**config.mk**
```make
export PLATFORM = sky130hd
export DESIGN_NAME = univ_shift_reg_flat
export DESIGN_NICKNAME = d
export VERILOG_FILES = /design/src/rtl/univ_shift_reg_if.sv /design/src/rtl/univ_shift_reg.sv /design/src/flat_wrapper.sv
export SDC_FILE = /design/constraint.sdc
export NUM_CORES = 1
export LEC_CHECK = 0
export CORE_AREA = 8 8 45 47
export DETAILED_ROUTE_END_ITERATION = 12
export DIE_AREA = 0 0 53 55
export GPL_ROUTABILITY_DRIVEN = 0
export SLEW_MARGIN = 5
export SYNTH_ARGS = -nofsm -noshare
export SYNTH_HDL_FRONTEND = slang
export SYNTH_SLANG_ARGS = --single-unit
export TNS_END_PERCENT = 20
```
**constraint.sdc**
```tcl
create_clock -name clk -period 2.8 [get_ports clk]
set_input_delay 0.56 -clock clk [delete_from_list [all_inputs] [get_ports clk]]
set_output_delay 0.56 -clock clk [all_outputs]
set_load 0.03 [all_outputs]
```
**src/rtl/univ_shift_reg_if.sv**
```systemverilog
// Purpose: bundles the mode/data/status signals of the universal shift register.
// Latency: none, wiring only.
// Backpressure: none; the register accepts a command every cycle.
interface univ_shift_reg_if #(
    parameter int WIDTH = 4
);
    localparam int CNT_W = $clog2(WIDTH);

    logic [1:0]       mode;
    logic             sin;
    logic [WIDTH-1:0] pin;
    logic [WIDTH-1:0] pout;
    logic             sout;
    logic [CNT_W-1:0] bit_cnt;
    logic             word_valid;

    // Side that issues commands and consumes the register contents
    modport master (
        output mode, sin, pin,
        input  pout, sout, bit_cnt, word_valid
    );

    // The shift register itself
    modport slave (
        input  mode, sin, pin,
        output pout, sout, bit_cnt, word_valid
    );
endinterface

```
**src/rtl/univ_shift_reg.sv**
```systemverilog
// Purpose: WIDTH-bit universal shift register (hold / shift right / shift left / load) with word tracking.
// Latency: one clock edge from command to pout/sout/bit_cnt/word_valid; all outputs registered.
// Backpressure: none; a new mode is taken every cycle, word_valid is a single-cycle pulse.
module univ_shift_reg #(
    parameter int               WIDTH   = 4,
    parameter logic [WIDTH-1:0] RST_VAL = {WIDTH{1'b0}}
) (
    input  logic              clk,
    input  logic              rst,
    univ_shift_reg_if.slave   sr
);
    localparam int CNT_W = $clog2(WIDTH);

    localparam logic [1:0] MODE_HOLD  = 2'b00;
    localparam logic [1:0] MODE_SHR   = 2'b01;
    localparam logic [1:0] MODE_SHL   = 2'b10;
    localparam logic [1:0] MODE_LOAD  = 2'b11;

    // Terminal count: the shift that completes a word
    localparam logic [CNT_W-1:0] CNT_LAST = CNT_W'(WIDTH - 1);

    logic [WIDTH-1:0] pout_q, pout_d;
    logic             sout_q, sout_d;
    logic [CNT_W-1:0] cnt_q,  cnt_d;
    logic             wv_q,   wv_d;
    logic             shift_en;

    // Next-state selection: data path follows mode, counter only advances on shifts
    always_comb begin
        pout_d   = pout_q;
        sout_d   = sout_q;
        cnt_d    = cnt_q;
        wv_d     = 1'b0;
        shift_en = 1'b0;

        case (sr.mode)
            MODE_SHR: begin
                pout_d   = {sr.sin, pout_q[WIDTH-1:1]};
                sout_d   = pout_q[0];
                shift_en = 1'b1;
            end
            MODE_SHL: begin
                pout_d   = {pout_q[WIDTH-2:0], sr.sin};
                sout_d   = pout_q[WIDTH-1];
                shift_en = 1'b1;
            end
            MODE_LOAD: begin
                // A load discards any partial word, so the count restarts
                pout_d = sr.pin;
                cnt_d  = '0;
            end
            default: begin
                // MODE_HOLD: everything keeps its value, pulse drops
            end
        endcase

        // Direction is irrelevant to the count; bits are not realigned on a turn
        if (shift_en) begin
            if (cnt_q == CNT_LAST) begin
                cnt_d = '0;
                wv_d  = 1'b1;
            end else begin
                cnt_d = cnt_q + 1'b1;
            end
        end
    end

    // State registers with synchronous reset overriding every mode
    always_ff @(posedge clk) begin
        if (rst) begin
            pout_q <= RST_VAL;
            sout_q <= 1'b0;
            cnt_q  <= '0;
            wv_q   <= 1'b0;
        end else begin
            pout_q <= pout_d;
            sout_q <= sout_d;
            cnt_q  <= cnt_d;
            wv_q   <= wv_d;
        end
    end

    assign sr.pout       = pout_q;
    assign sr.sout       = sout_q;
    assign sr.bit_cnt    = cnt_q;
    assign sr.word_valid = wv_q;
endmodule

```
**src/flat_wrapper.sv**
```systemverilog
// flat-port wrapper written by rule: the top's interface ports become plain ports
module univ_shift_reg_flat 
#(
    parameter int               WIDTH   = 4,
    parameter logic [WIDTH-1:0] RST_VAL = {WIDTH{1'b0}}
)
  (clk, rst, sr_mode, sr_sin, sr_pin, sr_pout, sr_sout, sr_bit_cnt, sr_word_valid);
  univ_shift_reg_if #(.WIDTH(WIDTH)) sr_i ();
  input  logic clk;
  input  logic rst;
  input wire logic [$bits(sr_i.mode)-1:0] sr_mode;
  input wire logic [$bits(sr_i.sin)-1:0] sr_sin;
  input wire logic [$bits(sr_i.pin)-1:0] sr_pin;
  output wire logic [$bits(sr_i.pout)-1:0] sr_pout;
  output wire logic [$bits(sr_i.sout)-1:0] sr_sout;
  output wire logic [$bits(sr_i.bit_cnt)-1:0] sr_bit_cnt;
  output wire logic [$bits(sr_i.word_valid)-1:0] sr_word_valid;
  assign sr_i.mode = sr_mode;
  assign sr_i.sin = sr_sin;
  assign sr_i.pin = sr_pin;
  assign sr_pout = sr_i.pout;
  assign sr_sout = sr_i.sout;
  assign sr_bit_cnt = sr_i.bit_cnt;
  assign sr_word_valid = sr_i.word_valid;
  univ_shift_reg #(.WIDTH(WIDTH), .RST_VAL(RST_VAL)) u_core (.clk(clk), .rst(rst), .sr(sr_i));
endmodule
```
**Yosys cells after proc, flatten, opt, wreduce, memory -nomap -nowiden**

Index checks and enable logic that the tools add are counted.

- Equality and inequality tests: 4
- $add $sub $neg: 1
- Magnitude comparators: 0
- Bitwise operators: 1
- Shift operators: 0
- Reductions and logical operators: 5
- Mux-type cells: 7
- Multipliers: 0
- Div/mod/pow operators: 0

Operators by type and width:

| operator | count |
|---|---|
| 4-bit one-hot mux with 3 select lines | 1 |
| 2-bit equality test, second input constant | 3 |
| 2-bit two-way mux | 3 |
| 2-bit nonzero test | 2 |
| 2-bit OR reduction | 2 |
| 3-bit nonzero test | 1 |
| 2-bit by 1-bit adder with 2-bit output, second input constant | 1 |
| 2-bit by 1-bit equality test with 1-bit output, second input constant | 1 |
| 1-bit two-way mux | 2 |
| 1-bit one-hot mux with 2 select lines | 1 |
| 1-bit NOT | 1 |

- Register bits after elaboration: 8
- Input bits: 9
- Memories kept: 0
- Latch bits: 0
- Bits in writable memories: 0
- Memory bits (read-only): 0

**Logic depth before layout (Yosys ltp)**

- Depth in word-level cells: 5
- Depth in mapped cells: 5

**Worst setup path before layout**

OpenSTA, ideal clock, no wires.

- Kind: input-to-reg
- Start point: input sr_mode[0]
- End point: register u_core.pout_q[0] (netlist: u_core.sr.pout[0])
- Stages: 5
- Slack: 1.201 ns
- Buffers on the path: 1
- Data arrival time: 1.504 ns
- Data required time: 2.705 ns
- Setup time: 0.095 ns
- Cell sequence: inv_1 > ha_1 > buf_6 > or3b_1 > a221oi_1

- Longest elaborated chain between the ends: 2

Ends and longest elaborated chain:

| element | line | text |
|---|---|---|
| start: declaration | flat_wrapper.sv:11 | `input wire logic [$bits(sr_i.mode)-1:0] sr_mode;` |
| 2-bit equality test / 2-bit by 1-bit equality test with 1-bit output (equally long branches) | univ_shift_reg.sv:36 | `case (sr.mode)` |
| 4-bit one-hot mux with 3 select lines / 3-bit nonzero test (equally long branches) | n/a |  |
| end signal: assignment | univ_shift_reg.sv:76 | `pout_q <= pout_d;` |
| end: declaration | univ_shift_reg.sv:22 | `logic [WIDTH-1:0] pout_q, pout_d;` |

Parallel ways exist; a longest one is shown, timed or not.
A chain may end at the register's enable or synchronous reset.

**Worst setup path in the final report**

- Start point: input sr_mode[0]
- End point: register u_core.cnt_q[0] (netlist: u_core.sr.bit_cnt[0])

- Longest elaborated chain between the ends: 4

Ends and longest elaborated chain:

| element | line | text |
|---|---|---|
| 2-bit by 1-bit equality test with 1-bit output / 2-bit equality test (equally long branches) | univ_shift_reg.sv:36 |  |
| 2-bit OR reduction (no source line) | n/a |  |
| 1-bit two-way mux | univ_shift_reg.sv:36 |  |
| 2-bit two-way mux / 2-bit nonzero test (equally long branches) | n/a |  |
| end signal: assignment | univ_shift_reg.sv:78 | `cnt_q <= cnt_d;` |
| end: declaration | univ_shift_reg.sv:24 | `logic [CNT_W-1:0] cnt_q, cnt_d;` |

Parallel ways exist; a longest one is shown, timed or not.

==> results.py <==
metrics = {
    "layout": {
        "postLayoutCoreUtil_pct": 43.67,
        "nets": 75,
        "drive_above_1_share_pct": 5.000,
        "diodes": 0,
        "area_growth_pct": 43.75,
        "postLayoutCellArea_um2": 604.3,
    },
    "detailed_routing": {
        "ant_nets": 0,
        "drtIter0Drc": 6,
        "drt_wl_total_mm": 1.045,
        "drc": 0,
        "viasPerCell": 5.184,
        "vias": 394,
        "post_drt_wl_per_cell_um": 13.75,
        "drtPass1Iterations": 3,
    },
    "power": {
        "seq_power_share_pct": 43.9,
        "clkPwrFrac_pct": 30.0,
        "ir_drop_uv": 260.9,
        "finalPower_uw": 294.3,
        "comb_power_share_pct": 26.0,
        "swShare_pct": 28.88,
        "power.density_nw_per_um2": 487.0,
        "power.switching_uw": 84.98,
        "p_leak_uw": 0.0002323,
        "p_int_uw": 209.3,
    },
    "clock_network": {
        "cts_setup_buffers": 0,
        "htree_levels": 1,
        "clock_sinks": 8,
        "cts_tree": "yes",
        "postCtsHoldBufs": 0,
        "cts_root_buffer": "clkbuf_4",
        "insertion_delay_ns": 0.25,
        "clk_pin_slew_ns": 0.05,
        "cts_buffer_depth": 2,
        "cts-buffers-inserted": 3,
        "cts.repair.resized": 0,
    },
    "sta": {
        "hold_viol": 0,
        "fmax_mhz": 515.0,
        "drv_slew": 0,
        "fin_crit_sh_pct": 69.34,
        "setup_ws_ns": 0.8584,
        "relSlewSlack_pct": 74.69,
        "worstMarginPinSlew_ns": 0.3796,
        "fin_worst_skew_ns": 0.004004,
        "setup_violations": 0,
        "layout_min_cycle_time_ns": 1.942,
        "rsz0062_at_grt": "false",
        "finalSetupTns_ns": 0,
    },
    "floorplanning": {
        "io_pins": 17,
        "die-width_um": 53,
        "die_h_um": 55,
        "core_um2": 1384,
        "start_util_pct": 30.38,
        "die-area_um2": 2915,
        "rows": 14,
    },
    "yosys": {
        "syn_area_um2": 420.4,
        "yosysSeqAreaShare_pct": 38.10,
        "ys_top_cells_by_area": "dfxtp_1 38%, a221oi_1 17%, ha_1 12%",
        "yosys_warnings": 0,
        "syn_avg_cell_area_um2": 9.555,
        "syn_inst": 44,
        "synth_cell_types": 14,
        "synth_area_leader_cell": "dfxtp_1",
        "synth_top_area_share_pct": 38.10,
        "synth-seq-cells": 8,
        "synth_nets": 57,
    },
    "run": {
        "max_cap_viol_count": 0,
    },
    "worst_setup_path": {
        "arrival_ns": 2.12,
        "startpoint_type": "primary input",
        "end_kind": "flop",
        "cpMaxStageDelayCell": "or4b_1",
        "critPathRequiredTime_ns": 2.98,
        "critPathKind": "in -> reg",
        "cp_max_fo": 12,
        "reg2reg_slack_ns": 1.60,
        "path_cells": "clkdlybuf4s50_1, inv_1, ha_1, or4b_1, a21oi_1",
        "worst_path_largest_cell_delay_ns": 0.54,
    },
    "global_routing": {
        "antenna_found_initial": 0,
        "met1_usage_pct": 7.798,
        "use_met2_pct": 11.91,
        "grt_pass1_vias": 361,
        "grt-ovfl-total": 0,
        "grt_max_degree": 13,
        "use_met3_pct": 5.348,
        "grt.busiest_layer": "met2",
        "track_usage_pct": 7.886,
        "grt_pass1_wl_mm": 1.614,
    },
    "placement": {
        "pre_cts_ws_ns": 0.6103,
        "placed_cell_area_um2": 581.8,
        "port_buffers": 16,
        "hpwl_um": 757.7,
    },
    "status": {
        "outcome": "completed",
    },
    "min_path": {
        "holdCritPathClass": "reg -> reg",
    },
}
metal layers:
metal  up-vias  part of all wire (%)
met4         0                  0.86
met2        11                    45
li1        198                     -
met5         -                     0
met3         2                   9.6
met1       183                    44
worst paths after layout:
check / depth (start not counted) / end / start
max reg2reg: 3 / u_core.sr.bit_cnt[0] / u_core.sr.bit_cnt[0]
max: 5 / u_core.sr.bit_cnt[0] / sr_mode[0]
min reg2reg: 2 / u_core.sr.bit_cnt[1] / u_core.sr.bit_cnt[1]
min: 2 / u_core.sr.bit_cnt[1] / u_core.sr.bit_cnt[1]
stage by stage:
step	hold slack [ns]	std cells
6_report	0.4787	76
5_1_grt	0.5217	76
4_1_cts	0.4835	76
3_5_place_dp	0.4777	73
3_3_place_gp	0.4828	73
2_1_floorplan	0.6034	44
worst max-delay path, delay by kind of cell:
family	cells	cell delay [ns]
adders and majority gates	1	0.33
AOI/OAI and AO/OA	1	0.13
buffers and inverters	2	0.56
and+or+nand+nor	1	0.54
cell usage after synthesis:
cell type,count
mux2i_1,1
or3b_1,4
a221oi_1,8
nand2_1,3
inv_1,6
or4b_1,1
ha_1,4
nor2_1,2
nand3b_1,1
a21oi_1,2
a211oi_1,1
buf_6,1
dfxtp_1,8
clkbuf_1,2
power groups by stage:
stage | Sequential (µW) | Combinational [µW] | Clock [µW]
finish | 129 | 76.6 | 88.4
floorplan | 147 | 29.0 | 0
CTS | 129 | 76.8 | 96.9
detailed placement | 132 | 76.3 | 0
global placement | 132 | 76.4 | 0
global route | 131 | 82.7 | 101
placed cells by master (no fill, tap or decap):
| master | instances |
|---|---|
| clkdlybuf4s50_1 | 16 |
| a221oi_1 | 8 |
| dfxtp_1 | 8 |
| inv_1 | 6 |
| or3b_1 | 4 |
| ha_1 | 4 |
| nand2_1 | 3 |
| clkbuf_4 | 3 |
| nor2_1 | 2 |
| a21oi_1 | 2 |
| nand3b_1 | 1 |
| or4b_1 | 1 |
| mux2i_1 | 1 |
| a211oi_1 | 1 |
area by class of cell:
type	instances	area, µm²
clock buffers	3	22.52
fillers	145	779.5
flip-flops and latches	8	160.2
inverters	6	22.52
well taps	16	20.02
multi-input cells	27	219.0
repair buffers	16	160.2
state kept, by name, summed over array words and instances, names as in the netlist:
name	flops
u_core.sr.bit_cnt	2
u_core.sr.word_valid	1
u_core.sr.pout	4
u_core.sr.sout	1
cell families after synthesis:
group | synth area share [%]
fa+ha+maj | 11.91
flops | 38.09
mux | 2.381
buf+inv | 9.822
simple gates | 16.96
compound gates | 20.83
No activity file was read; power rests on OpenSTA's default activity.
